--- src/rtl/uart_pkg.sv ---
// Shared types and constants for the buffered UART transmitter.
// Latency: n/a (declarations only).
// Backpressure: n/a.
package uart_pkg;

    // Frame sequencer states; S_PARITY is skipped when no parity is configured.
    typedef enum logic [2:0] {
        S_IDLE,
        S_START,
        S_DATA,
        S_PARITY,
        S_STOP
    } state_t;

    localparam int PAR_NONE = 0;
    localparam int PAR_EVEN = 1;
    localparam int PAR_ODD  = 2;

    // Turns the XOR-reduction of the data bits into the transmitted parity bit.
    function automatic logic parity_bit(input logic data_xor, input int mode);
        return (mode == PAR_ODD) ? ~data_xor : data_xor;
    endfunction

endpackage

--- src/rtl/uart_fifo.sv ---
// Circular character buffer with show-ahead head and occupancy count.
// Latency: a pushed entry is visible at head on the cycle after the push.
// Backpressure: pushes while full and pops while empty are ignored.
module uart_fifo
    import uart_pkg::*;
#(
    parameter int WIDTH = 8,
    parameter int DEPTH = 16,
    localparam int AW   = $clog2(DEPTH)
) (
    input  logic             core_clk,
    input  logic             rst_n,
    input  logic             push,
    input  logic [WIDTH-1:0] push_data,
    input  logic             pop,
    output logic [WIDTH-1:0] head,
    output logic             full,
    output logic             empty,
    output logic [AW:0]      count
);

    logic [WIDTH-1:0] mem [DEPTH];
    logic [AW-1:0]    wr_ptr;
    logic [AW-1:0]    rd_ptr;
    logic             do_push;
    logic             do_pop;

    // Full is judged on the current count, so a same-cycle pop never frees room for a push.
    assign full    = (count == (AW + 1)'(DEPTH));
    assign empty   = (count == '0);
    assign do_push = push && !full;
    assign do_pop  = pop && !empty;
    assign head    = mem[rd_ptr];

    // Pointers wrap naturally because DEPTH is a power of two.
    always_ff @(posedge core_clk) begin
        if (!rst_n) begin
            wr_ptr <= '0;
            rd_ptr <= '0;
            count  <= '0;
        end else begin
            if (do_push) wr_ptr <= wr_ptr + AW'(1);
            if (do_pop)  rd_ptr <= rd_ptr + AW'(1);
            case ({do_push, do_pop})
                2'b10:   count <= count + (AW + 1)'(1);
                2'b01:   count <= count - (AW + 1)'(1);
                default: count <= count;
            endcase
        end
    end

    // Storage array; contents need no reset since occupancy is tracked by count.
    always_ff @(posedge core_clk) begin
        if (do_push) mem[wr_ptr] <= push_data;
    end

endmodule

--- src/rtl/uart_tx_fifo.sv ---
// Buffered UART transmitter: FIFO, free-running baud divider, frame FSM, TX register.
// Latency: first frame starts on the next baud tick after a character is buffered.
// Backpressure: READY drops while the FIFO is full or reset is asserted.
module uart_tx_fifo
    import uart_pkg::*;
#(
    parameter int DATA_BITS  = 8,
    parameter int BAUD_DIV   = 103,
    parameter int PARITY     = 0,
    parameter int STOP_BITS  = 1,
    parameter int FIFO_DEPTH = 16
) (
    input  logic                          CLKIN,
    input  logic                          RESETN,
    input  logic [DATA_BITS-1:0]          I,
    input  logic                          VALID,
    output logic                          READY,
    output logic                          TX,
    output logic                          BUSY,
    output logic [$clog2(FIFO_DEPTH):0]   COUNT
);

    localparam int DIV_W = $clog2(BAUD_DIV);

    logic [DIV_W-1:0]     div;
    logic                 tick;

    logic                 fifo_full;
    logic                 fifo_empty;
    logic [DATA_BITS-1:0] fifo_head;
    logic                 pop;
    logic                 push;

    state_t               state,    state_n;
    logic [DATA_BITS-1:0] shift,    shift_n;
    logic [2:0]           bit_cnt,  bit_cnt_n;
    logic                 stop_cnt, stop_cnt_n;
    logic                 par,      par_n;
    logic                 tx,       tx_n;
    logic                 load;

    assign tick  = (div == DIV_W'(BAUD_DIV - 1));
    assign READY = !fifo_full && RESETN;
    assign push  = VALID && READY;
    assign TX    = tx;
    assign BUSY  = (state != S_IDLE);

    uart_fifo #(
        .WIDTH (DATA_BITS),
        .DEPTH (FIFO_DEPTH)
    ) u_fifo (
        .core_clk  (CLKIN),
        .rst_n     (RESETN),
        .push      (push),
        .push_data (I),
        .pop       (pop),
        .head      (fifo_head),
        .full      (fifo_full),
        .empty     (fifo_empty),
        .count     (COUNT)
    );

    // Baud divider: free-running 0..BAUD_DIV-1, restarted only by reset.
    always_ff @(posedge CLKIN) begin
        if (!RESETN)   div <= '0;
        else if (tick) div <= '0;
        else           div <= div + DIV_W'(1);
    end

    // Frame state and registered serial line; reset abandons any frame in flight.
    always_ff @(posedge CLKIN) begin
        if (!RESETN) begin
            state    <= S_IDLE;
            shift    <= '0;
            bit_cnt  <= '0;
            stop_cnt <= 1'b0;
            par      <= 1'b0;
            tx       <= 1'b1;
        end else begin
            state    <= state_n;
            shift    <= shift_n;
            bit_cnt  <= bit_cnt_n;
            stop_cnt <= stop_cnt_n;
            par      <= par_n;
            tx       <= tx_n;
        end
    end

    // Next-state logic: everything moves on a tick; the TX level for the coming
    // bit period is chosen together with the state it belongs to.
    always_comb begin
        state_n    = state;
        shift_n    = shift;
        bit_cnt_n  = bit_cnt;
        stop_cnt_n = stop_cnt;
        par_n      = par;
        tx_n       = tx;
        load       = 1'b0;
        pop        = 1'b0;
        if (tick) begin
            case (state)
                S_IDLE: begin
                    if (!fifo_empty) load = 1'b1;
                end
                S_START: begin
                    state_n   = S_DATA;
                    bit_cnt_n = '0;
                    tx_n      = shift[0];
                end
                S_DATA: begin
                    if (bit_cnt == 3'(DATA_BITS - 1)) begin
                        if (PARITY != PAR_NONE) begin
                            state_n = S_PARITY;
                            tx_n    = par;
                        end else begin
                            state_n    = S_STOP;
                            stop_cnt_n = 1'b0;
                            tx_n       = 1'b1;
                        end
                    end else begin
                        shift_n   = shift >> 1;
                        bit_cnt_n = bit_cnt + 3'd1;
                        tx_n      = shift[1];
                    end
                end
                S_PARITY: begin
                    state_n    = S_STOP;
                    stop_cnt_n = 1'b0;
                    tx_n       = 1'b1;
                end
                S_STOP: begin
                    if (stop_cnt == 1'(STOP_BITS - 1)) begin
                        // Back-to-back frames: no idle bit when more data is queued.
                        if (!fifo_empty) begin
                            load = 1'b1;
                        end else begin
                            state_n = S_IDLE;
                            tx_n    = 1'b1;
                        end
                    end else begin
                        stop_cnt_n = 1'b1;
                    end
                end
                default: begin
                    state_n = S_IDLE;
                    tx_n    = 1'b1;
                end
            endcase
            if (load) begin
                pop     = 1'b1;
                shift_n = fifo_head;
                par_n   = parity_bit(^fifo_head, PARITY);
                state_n = S_START;
                tx_n    = 1'b0;
            end
        end
    end

endmodule

--- config.mk ---
export PLATFORM = sky130hd
export DESIGN_NAME = uart_tx_fifo
export DESIGN_NICKNAME = d
export VERILOG_FILES = /design/src/rtl/uart_pkg.sv /design/src/rtl/uart_fifo.sv /design/src/rtl/uart_tx_fifo.sv
export SDC_FILE = /design/constraint.sdc
export NUM_CORES = 1
export LEC_CHECK = 0
export BUFFER_PORTS_ARGS = -buffer_cell sky130_fd_sc_hd__buf_2
export CAP_MARGIN = 0
export CORE_AREA = 8 8 137 101
export DETAILED_ROUTE_END_ITERATION = 16
export DIE_AREA = 0 0 145 109
export PLACE_DENSITY = 0.76
export RECOVER_POWER = 100
export SETUP_SLACK_MARGIN = 0.4
export SKIP_LAST_GASP = 1
export SYNTH_ARGS = -nofsm -noshare
export SYNTH_HDL_FRONTEND = slang
export SYNTH_SLANG_ARGS = --single-unit
--- constraint.sdc ---
create_clock -name CLKIN -period 5.49 [get_ports CLKIN]
set_input_delay 0 -clock CLKIN [delete_from_list [all_inputs] [get_ports CLKIN]]
set_output_delay 0 -clock CLKIN [all_outputs]
set_load 0.05 [all_outputs]
=== Yosys cells after proc, flatten, opt, wreduce, memory -nomap -nowiden ===
Memory sizes are Yosys's and may differ from the RTL's. A register that Yosys moved wholly into a read port is not among the register bits.
Cells that the tools add are included.

* Add/sub/neg operators: 6
* Equality and inequality tests: 16
* Muxes and demuxes: 29
* Bitwise gates (word level): 1
* Reductions and logical operators: 19

{| class="wikitable"
|+ Operator list
! kind !! count
|-
| $mux W8 || 3
|-
| $mux W3 || 5
|-
| $pmux W3 S5 || 1
|-
| $mux W1 || 13
|-
| $pmux W5 S2 || 1
|-
| $ne A3 B3 Y1 const B || 3
|-
| $reduce_and A3 Y1 || 3
|-
| $add A4 B1 Y4 const B || 2
|-
| $mux W4 || 2
|-
| $add A7 B1 Y7 const B || 1
|-
| $eq A7 B7 Y1 const B || 1
|-
| $eq A3 B2 Y1 const B || 2
|-
| $eq A3 B3 Y1 const B || 2
|-
| $ne A2 B2 Y1 const B || 3
|-
| $pmux W3 S2 || 1
|-
| $reduce_bool A2 Y1 || 3
|-
| $reduce_bool A3 Y1 || 2
|-
| $add A5 B1 Y5 const B || 1
|-
| $eq A5 B5 Y1 const B || 1
|-
| $logic_not A5 Y1 || 1
|-
| $reduce_and A5 Y1 || 1
|-
| $sub A5 B1 Y5 const B || 1
|-
| $logic_and A1 B1 Y1 || 4
|-
| $pmux W1 S4 || 1
|-
| other kinds (12) || 13
|}

* Register bits after elaboration: 36
* RAM bits: 128
* Input bits: 11
* Output and inout port bits: 8
* Word-level logic and storage cells: 81
* Memories: 1

{| class="wikitable"
|+ Memories
! name !! words !! width !! rd ports !! clocked after memory_dff !! wr ports !! line !! text
|-
| u_fifo.mem || 16 || 8 || 1 || 1 || 1 || uart_fifo.sv:22 || <nowiki>logic [WIDTH-1:0] mem [DEPTH];</nowiki>
|}

=== Depth between registers and ports, before layout ===
Gate-level depths: netlist of the first run.

* Word-level depth: 10
* Mapped depth: 14
* Gate-level depth less buffers: 13

=== Modules after synthesis ===
Synthesis of the first run repeated with hierarchy kept, for this count alone.

* Cells, all modules: 426
* Area total of the unflattened synthesis: 7,041.8 um^2

{| class="wikitable"
|+ Modules (own cells, without submodules)
! module !! instances !! cells an instance !! area an instance (um^2)
|-
| uart_fifo || 1 || 307 || 5,967.0
|-
| uart_tx_fifo || 1 || 119 || 1,074.8
|}

=== Worst setup path before layout of the first run ===
OpenSTA, ideal clock, no wires.

* Path kind: register to register
* Start point: register u_fifo.count[1]
* End point: register u_fifo.count[4]
* Setup time: 0.072 ns
* Arrival time: 3.057 ns
* Data required time: 5.418 ns
* Setup slack: 2.361 ns
* Stages on the path, launching flop included: 14
* Path through: dfxtp_1 -> buf_6 -> or4_4 -> o21ai_4 -> nor2_2 -> ha_1 -> clkbuf_1 -> xor2_1 -> ha_1 -> a211o_1 -> nand2_1 -> nand3b_1 -> a31oi_1 -> mux2i_1

* Word-level cells in the longest chain between the ends: 10
* Elaborated cells on any way between the ends: 20
* Classes of those cells: add/sub: 2; eq/ne: 3; mux: 7; reduce/logical: 8

{| class="wikitable"
|+ RTL lines
! element !! line !! text
|-
| start, declared || uart_fifo.sv:19 || <nowiki>output logic [AW:0] count</nowiki>
|-
| start signal, assigned || uart_fifo.sv:45 || <nowiki>2'b10: count <= count + (AW + 1)'(1);</nowiki>
|-
| start signal, assigned || uart_fifo.sv:46 || <nowiki>2'b01: count <= count - (AW + 1)'(1);</nowiki>
|-
| start signal, assigned || uart_fifo.sv:47 || <nowiki>default: count <= count;</nowiki>
|-
| $logic_not A5 Y1 || uart_fifo.sv:30 || <nowiki>assign empty = (count == '0);</nowiki>
|-
| $mux W1 || uart_tx_fifo.sv:103, uart_tx_fifo.sv:134 ||
|-
| $mux W1 || uart_tx_fifo.sv:132 || <nowiki>if (stop_cnt == 1'(STOP_BITS - 1)) begin</nowiki>
|-
| $pmux W1 S2 || uart_tx_fifo.sv:101 || <nowiki>case (state)</nowiki>
|-
| $mux W1 || uart_tx_fifo.sv:100 || <nowiki>if (tick) begin</nowiki>
|-
| $mux W1 || uart_tx_fifo.sv:149 || <nowiki>if (load) begin</nowiki>
|-
| $mux W1 || uart_tx_fifo.sv:100 ||
|-
| $logic_and A1 B1 Y1 || uart_fifo.sv:32 || <nowiki>assign do_pop = pop && !empty;</nowiki>
|-
| $eq A2 B1 Y1 or $eq A2 B2 Y1 (tied branches) || uart_fifo.sv:44 || <nowiki>case ({do_push, do_pop})</nowiki>
|-
| $pmux W5 S2 or $reduce_bool A2 Y1 (tied branches) || - ||
|}

Parallel ways exist; a longest one is shown, timed or not. The select of a mux whose other input is x is not followed.
A chain may end at the register's enable or synchronous reset.

=== Worst setup path after layout of the first run ===
* Start point: register div[0]
* End point: register u_fifo.count[4]

* Word-level cells in the longest chain between the ends: 5
* Elaborated cells on any way between the ends: 7
* Classes of those cells: eq/ne: 3; mux: 2; reduce/logical: 2

{| class="wikitable"
|+ RTL lines
! element !! line !! text
|-
| start, declared || uart_tx_fifo.sv:25 || <nowiki>logic [DIV_W-1:0] div;</nowiki>
|-
| start signal, assigned || uart_tx_fifo.sv:67 || <nowiki>else div <= div + DIV_W'(1);</nowiki>
|-
| $eq A7 B7 Y1 * || uart_tx_fifo.sv:42 || <nowiki>assign tick = (div == DIV_W'(BAUD_DIV - 1));</nowiki>
|-
| $mux W1 * || uart_tx_fifo.sv:100 ||
|-
| $logic_and A1 B1 Y1 * || uart_fifo.sv:32 ||
|-
| $eq A2 B1 Y1 or $eq A2 B2 Y1 (tied branches) || uart_fifo.sv:44 ||
|-
| $pmux W5 S2 or $reduce_bool A2 Y1 (tied branches) || - ||
|}

Mark *: on every way between the ends. The rest lies on a longest branch, timed or not.

==> qor.txt, run 1 <==
Setup ws final -> 1998 ps
Main synth FF type -> edfxtp_1
Net count reported at finish -> 507
Max-Cap Viols -> 1
Final GP Congestion -> 0.7686
Status -> finished with violations
GRT Util Overall -> 18.36%
Final ANT Viol Nets -> 0
Hold Vio Cnt, Final -> 0
Longest Clk Path Bufs -> 2
Design Power -> 2622 uW
Failing checks -> max-capacitance violations, max-slew violations
Hold/Removal Path Class -> primary input to register
Slew margin rel. -> -1.477%
Reg2Reg Capture Point -> u_fifo.count[4]$_SDFFE_PN0P_
I/O pin count -> 19
Critical Path Fanout Max -> 18
Avg WL per Cell -> 20.92 um
Final TNS setup -> 0 ps
Worst-Margin Slew -> 1501 ps
Pins Over Slew Limit -> 10
Routed WL -> 13.77 mm
Gate power share -> 3.5%
Worst R2R Setup Slack -> 2000 ps
F_max -> 286.4 MHz
Int Power -> 2038 uW
Synthesized area per cell -> 15.00 um^2
Share of layout cells above drive strength 1 -> 14.31%
Async set-reset flop share out of synthesis -> 0%
FF-to-FF path depth -> 13
#FFs+latches synth -> 167
Sequential area share after synthesis -> 67.45%
Layout area overhead -> 11.53%
Vias per cell -> 6.024
Synth Cell Area -> 0.006857 mm^2
Pleak -> 0.002451 uW
Post-synth EDFFs -> 128
Hold_sp -> I[1]
Final HPWL DP -> 8.662 mm
Drt pass-1 iters -> 5
Final setup violation count -> 0
Final min period -> 3492 ps
RR Startpoint -> div[0]$_SDFF_PP0_
Post-Syn Nets -> 481
Sink Count -> 167
Sequential share of power -> 52.6%
Non-filler instance count after layout -> 658
Finished Cell Area -> 0.007647 mm^2
Critical path origin -> div[0]$_SDFF_PP0_
Setup crit end -> u_fifo.count[4]$_SDFFE_PN0P_
Largest net degree at the start of global routing -> 45
Crit path required time -> 5840 ps
Die X -> 145 um
Setup Skew -> 11.40 ps
Crit-path max cell delay -> 540 ps
Worst Path Buf+Inv -> 1
Clock power share -> 43.9%
Synth cell types -> 52
Switching fraction of total power -> 22.28%
H-tree depth -> 4
Core box area -> 0.01187 mm^2
Peak VDD IR -> 0.0002294 V
CTS tree -> done
Clock root buffer -> clkbuf_16
Cells after DPL -> 617
Initial Util -> 57.77%
Crit path max-delay family -> simple AND/OR/NAND/NOR gates
Pre-CTS setup slack -> 2081 ps
Crit path launch type -> register
Crit-path cells -> inv_1 -> ha_1 -> and4b_1 -> nand3b_1 -> nor2_1 -> ha_1 -> xor2_1 -> ha_1 -> a211o_1 -> nand2_1 -> nand3b_1 -> a31oi_1 -> mux2i_1
Post-Synthesis Cells -> 457
Crit path DAT -> 3850 ps
First-pass GRT wire length -> 21.78 mm
DRT iter0 DRCs -> 471
Die height -> 109 um
Routed via count -> 3,964
N_diodes -> 0
Dpl cell area -> 0.007051 mm^2
GR Overflow Total -> 0
Synth Warn # -> 0
Period utilization -> 63.61%
Total Die Area -> 0.01581 mm^2
DRC Markers -> 0
Cts bufs inserted -> 17
Worst skew pair latency -> 430 ps
CP endpoint kind -> register
Port bufs -> 18
Critical path depth in cells -> 13
Initial antenna violation count -> 0
RSZ-0062 raised after global routing -> false
Critical path's slowest cell -> nor2_1
Post-CTS setup buffers -> 0
FP Rows -> 34
Critical path class -> register to register
Top cell by count, worst path -> ha_1
Cell Pwr Density -> 342.8 mW/mm^2
Net Switching -> 584.2 uW
Vias in the first global route -> 3,905
CTS clk-pin slew, worst paths -> 70 ps
CTS resizes -> 0
[cell families after synthesis]
logic type / synth area share (%)
compound gates: 6.752
buf+inv: 2.500
simple gates: 8.759
fa+ha+maj: 2.372
xor+xnor: 1.916
flops: 67.45
mux: 10.26
[sequential cells by signal (all words and copies together) (netlist names), named ones only]
signal / count
TX: 1
bit_cnt: 3
div: 7
shift: 8
state: 3
u_fifo.count: 5
u_fifo.mem: 128
u_fifo.rd_ptr: 4
u_fifo.wr_ptr: 4
[worst min path at each step]
stage,cells after the start,slack (ps),end
after global routing,1,300,u_fifo.mem[2][1]$_DFFE_PP_
after floorplan,0,100,u_fifo.mem[0][0]$_DFFE_PP_
after detailed placement,2,280,TX$_SDFFE_PN1P_
final,1,270,u_fifo.mem[4][1]$_DFFE_PP_
after global placement,2,280,TX$_SDFFE_PN1P_
after CTS,1,8,u_fifo.mem[12][1]$_DFFE_PP_
[placed cells by master, fill, tap and decap left out, types with 9 or more instances in the layout]
cell and instances:
clkbuf_16 17, nand2_1 27, nor3_1 14, dfxtp_1 38, a21oi_1 21, edfxtp_1 128
nor2_1 42, clkbuf_1 21, mux4_2 25, dlygate4sd3_1 9, ha_1 13, nor2b_1 9
[final cells by class]
cell class | instances | area (um^2)
Sequential cell | 167 | 4626
Fill cell | 846 | 4222
Multi-Input combinational cell | 256 | 2029
Clock buffer | 19 | 432.9
Tap cell | 162 | 202.7
Timing Repair Buffer | 32 | 186.4
Clock inverter | 13 | 136.4
Inverter | 9 | 33.78
[worst register-to-register path, cell delays in order, from the launching register on]
cell and delay, ps:
dfxtp_1 330, inv_1 60, ha_1 140, and4b_1 210, nand3b_1 480, nor2_1 540
ha_1 450, xor2_1 130, ha_1 230, a211o_1 280, nand2_1 80, nand3b_1 80
a31oi_1 200, mux2i_1 200
[Yosys cell counts, types with 2 or more instances]
library cell,instances,area share [%]
mux2i_1,5,0.73
a21oi_1,21,1.5
nand2_1,27,1.5
edfxtp_1,128,56
or3_1,3,0.27
dfxtp_1,39,11
buf_2,7,0.51
inv_1,8,0.44
buf_4,3,0.33
nand2b_1,6,0.55
nor3_2,2,0.29
nor3_1,12,0.88
a22oi_1,3,0.33
nor3b_1,3,0.33
o31ai_1,2,0.22
mux2_2,8,1.3
a221o_1,7,1.0
buf_6,3,0.49
xnor2_1,7,0.89
a211oi_1,7,0.77
o22ai_1,8,0.73
nor2b_1,9,0.82
nand3b_1,2,0.22
mux4_2,25,8.2
ha_1,13,2.4
nand3_1,6,0.44
xor2_1,8,1.0
nor2_1,41,2.2
clkbuf_1,8,0.44
o21ai_1,7,0.51
o21ai_0,6,0.44
buf_1,3,0.16
[stage by stage]
| step | util (%) | hold slack [ps] |
|---|---|---|
| global placement | 59.40 | 278.8 |
| CTS | 64.96 | 7.587 |
| detailed placement | 59.40 | 282.6 |
| global route | 64.43 | 295.1 |
| finish | 64.43 | 270.8 |
| floorplan | - | 98.87 |
[power by group through the flow]
stage               Sequential [uW]  Combinational (uW)  Clock (uW)
floorplan                      1410                53.2           0
CTS                            1380                95.4        1160
global route                   1380                 101        1220
finish                         1380                92.0        1150
global placement               1400                86.9           0
detailed placement             1400                90.1           0
[timing repair]
item	in CTS	in global routing
hold buffers	9	0
setup endpoints to repair	0	0
hold endpoints to repair	118	0
[layer usage]
metal  global-route usage, %  vias to the layer above  wire [um]
met2                   28.62                      148       6490
li1                        -                     1787          -
met5                       0                        -          0
met3                   3.483                       22        849
met1                   24.91                     2007       6198
met4                   8.601                        0        226
(Power assumes the default switching activity.)
==> inputs of run 2 (changes only) <==
--- a/config.mk
+++ b/config.mk
@@ -7,10 +7,10 @@
 export LEC_CHECK = 0
 export BUFFER_PORTS_ARGS = -buffer_cell sky130_fd_sc_hd__buf_2
 export CAP_MARGIN = 0
-export CORE_AREA = 8 8 137 101
+export CORE_AREA = 8 8 142 104
 export DETAILED_ROUTE_END_ITERATION = 16
-export DIE_AREA = 0 0 145 109
-export PLACE_DENSITY = 0.76
+export DIE_AREA = 0 0 150 112
+export PLACE_DENSITY = 0.74
 export RECOVER_POWER = 100
 export SETUP_SLACK_MARGIN = 0.4
 export SKIP_LAST_GASP = 1
==> constraint.sdc (replaced) <==
create_clock -name CLKIN -period 2.93 [get_ports CLKIN]
set_input_delay 0 -clock CLKIN [delete_from_list [all_inputs] [get_ports CLKIN]]
set_output_delay 0 -clock CLKIN [all_outputs]
set_load 0.05 [all_outputs]
==> qor.txt, run 2 (synthesis gave the netlist of run 1 again) <==
Status -> finished clean
Die X -> 150 um
Initial antenna violation count -> 0
DRT iter0 DRCs -> 465
Net Switching -> 1145 uW
DRC Markers -> 0
Int Power -> 3886 uW
Pins Over Slew Limit -> 0
Crit path max-delay family -> simple AND/OR/NAND/NOR gates
Worst skew pair latency -> 420 ps
Cts bufs inserted -> 17
FP Rows -> 35
Worst Path Buf+Inv -> 1
Critical path class -> register to register
Worst R2R Setup Slack -> 280 ps
Clock power share -> 44.8%
Vias per cell -> 5.860
Critical path's slowest cell -> or4_1
Reg2Reg Capture Point -> u_fifo.count[4]$_SDFFE_PN0P_
FF-to-FF path depth -> 10
F_max -> 377.5 MHz
Longest Clk Path Bufs -> 2
Critical path origin -> u_fifo.count[2]$_SDFFE_PN0P_
Final TNS setup -> 0 ps
Crit path required time -> 3280 ps
Drt pass-1 iters -> 7
Slew margin rel. -> 42.52%
CTS clk-pin slew, worst paths -> 70 ps
Gate power share -> 3.9%
Commonest non-fill, non-tap cell in the layout -> edfxtp_1
Worst-Margin Slew -> 862.1 ps
Net count reported at finish -> 531
Switching fraction of total power -> 22.76%
Routed WL -> 14.10 mm
RR Startpoint -> u_fifo.count[2]$_SDFFE_PN0P_
CTS tree -> done
Period utilization -> 90.42%
First-pass GRT wire length -> 21.97 mm
Final min period -> 2649 ps
CP endpoint kind -> register
Crit path DAT -> 3000 ps
Hold path depth -> 5
Sequential share of power -> 51.3%
Port bufs -> 18
Setup Skew -> 12.43 ps
Share of layout cells above drive strength 1 -> 18.46%
RSZ-0062 raised after global routing -> true
GR Overflow Total -> 0
Worst Hold End -> u_fifo.wr_ptr[1]$_SDFFE_PN0P_
Clock root buffer -> clkbuf_16
Crit-path max cell delay -> 600 ps
Total Die Area -> 0.01680 mm^2
Final ANT Viol Nets -> 0
Die height -> 112 um
Crit-path cells -> or4_1 -> o21ai_4 -> nor2_4 -> clkbuf_1 -> ha_1 -> a211o_1 -> nand2_1 -> nand3b_1 -> a31oi_2 -> mux2i_1
Biggest regs -> u_fifo.mem (128), shift (8), div (7)
Vias in the first global route -> 3,975
WHS -> 31.77 ps
Max-Cap Viols -> 0
GRT Util Overall -> 17.45%
N_diodes -> 0
Layout area overhead -> 15.51%
Final HPWL DP -> 9.109 mm
Crit path launch type -> register
Critical Path Fanout Max -> 5
Sink Count -> 167
Routed via count -> 4,020
Avg WL per Cell -> 20.56 um
Final GP Congestion -> 0.8187
Most flop-heavy register -> u_fifo.mem
Initial Util -> 53.99%
Largest register FFs -> 128
Cell Pwr Density -> 635.3 mW/mm^2
Largest net degree at the start of global routing -> 28
Hold/Removal Path Class -> primary input to register
Final setup violation count -> 0
Core box area -> 0.01270 mm^2
I/O pin count -> 19
Commonest non-fill, non-tap cells in the layout -> 128 x edfxtp_1, 41 x nor2_1, 34 x dfxtp_1
H-tree depth -> 4
Hold_sp -> VALID
Peak VDD IR -> 0.0004687 V
Hold Vio Cnt, Final -> 0
Pleak -> 0.002562 uW
-- run 2: changes by cell type in the layout (fill, tap and decap cells not counted), sizes merged --
cell | before | now
clkbuf | 38 | 52
buf | 4 | 14
inv | 15 | 18
clkinvlp | 2 | 0
dlygate4sd3 | 9 | 8
-- run 2: worst max-delay path by stage --
stage / endpoint / depth (start not counted) / slack [ps]
after floorplan: u_fifo.count[4]$_SDFFE_PN0P_ / 13 / 70
after global placement: u_fifo.count[4]$_SDFFE_PN0P_ / 11 / 420
after detailed placement: u_fifo.count[4]$_SDFFE_PN0P_ / 11 / 260
after CTS: u_fifo.count[4]$_SDFFE_PN0P_ / 11 / 420
after global routing: u_fifo.count[4]$_SDFFE_PN0P_ / 10 / 120
final: u_fifo.count[4]$_SDFFE_PN0P_ / 10 / 280
-- run 2: power groups by stage --
stage | Clock, uW | Sequential (uW) | Combinational [uW]
after floorplan | 0 | 2630 | 101
after global placement | 0 | 2630 | 176
after detailed placement | 0 | 2630 | 181
after CTS | 2290 | 2580 | 196
after global routing | 2370 | 2580 | 212
final | 2250 | 2580 | 196
-- run 2: timing repair --
item	in CTS	in global routing
resized for setup	3	5
pin swaps	5	4
setup endpoints to repair	2	2
hold buffers	8	0
setup buffers	3	4
endpoints found under the hold margin	100	0
-- run 2: worst register-to-register path, cell delays in order (launching register included) --
cell and delay [ps]:
dfxtp_4 360, or4_1 600, o21ai_4 210, nor2_4 60, clkbuf_1 190, ha_1 290
a211o_1 310, nand2_1 60, nand3b_1 90, a31oi_2 210, mux2i_1 190
-- run 2: layout make-up --
type | count | area, um^2
sequential | 167 | 4638
inverter | 9 | 33.78
fill | 941 | 4780
clock inverter | 14 | 176.4
timing repair buffer | 56 | 324.1
tap | 166 | 207.7
multi-input combinational | 256 | 2101
clock buffer | 18 | 439.2
-- run 2: per-stage QoR --
stage | util (%) | setup slack [ps] | area [um^2] | total power (uW) | instances
floorplan | - | 71.32 | 6903 | 2735 | 457
CTS | 62.74 | 415.9 | 7968 | 5062 | 682
finish | 62.36 | 280.8 | 7920 | 5031 | 686
global route | 62.36 | 120.0 | 7920 | 5166 | 686
global placement | 56.96 | 420.7 | 7233 | 2805 | 639
detailed placement | 56.96 | 255.2 | 7233 | 2814 | 639
-- run 2: per-layer routing --
layer / GRT usage, % / part of all wire [%] / up-vias
met1: 24.05 / 45 / 2033
met5: 0 / 0 / -
met4: 5.378 / 1.2 / 0
li1: - / - / 1846
met3: 3.930 / 5.9 / 17
met2: 27.04 / 48 / 124
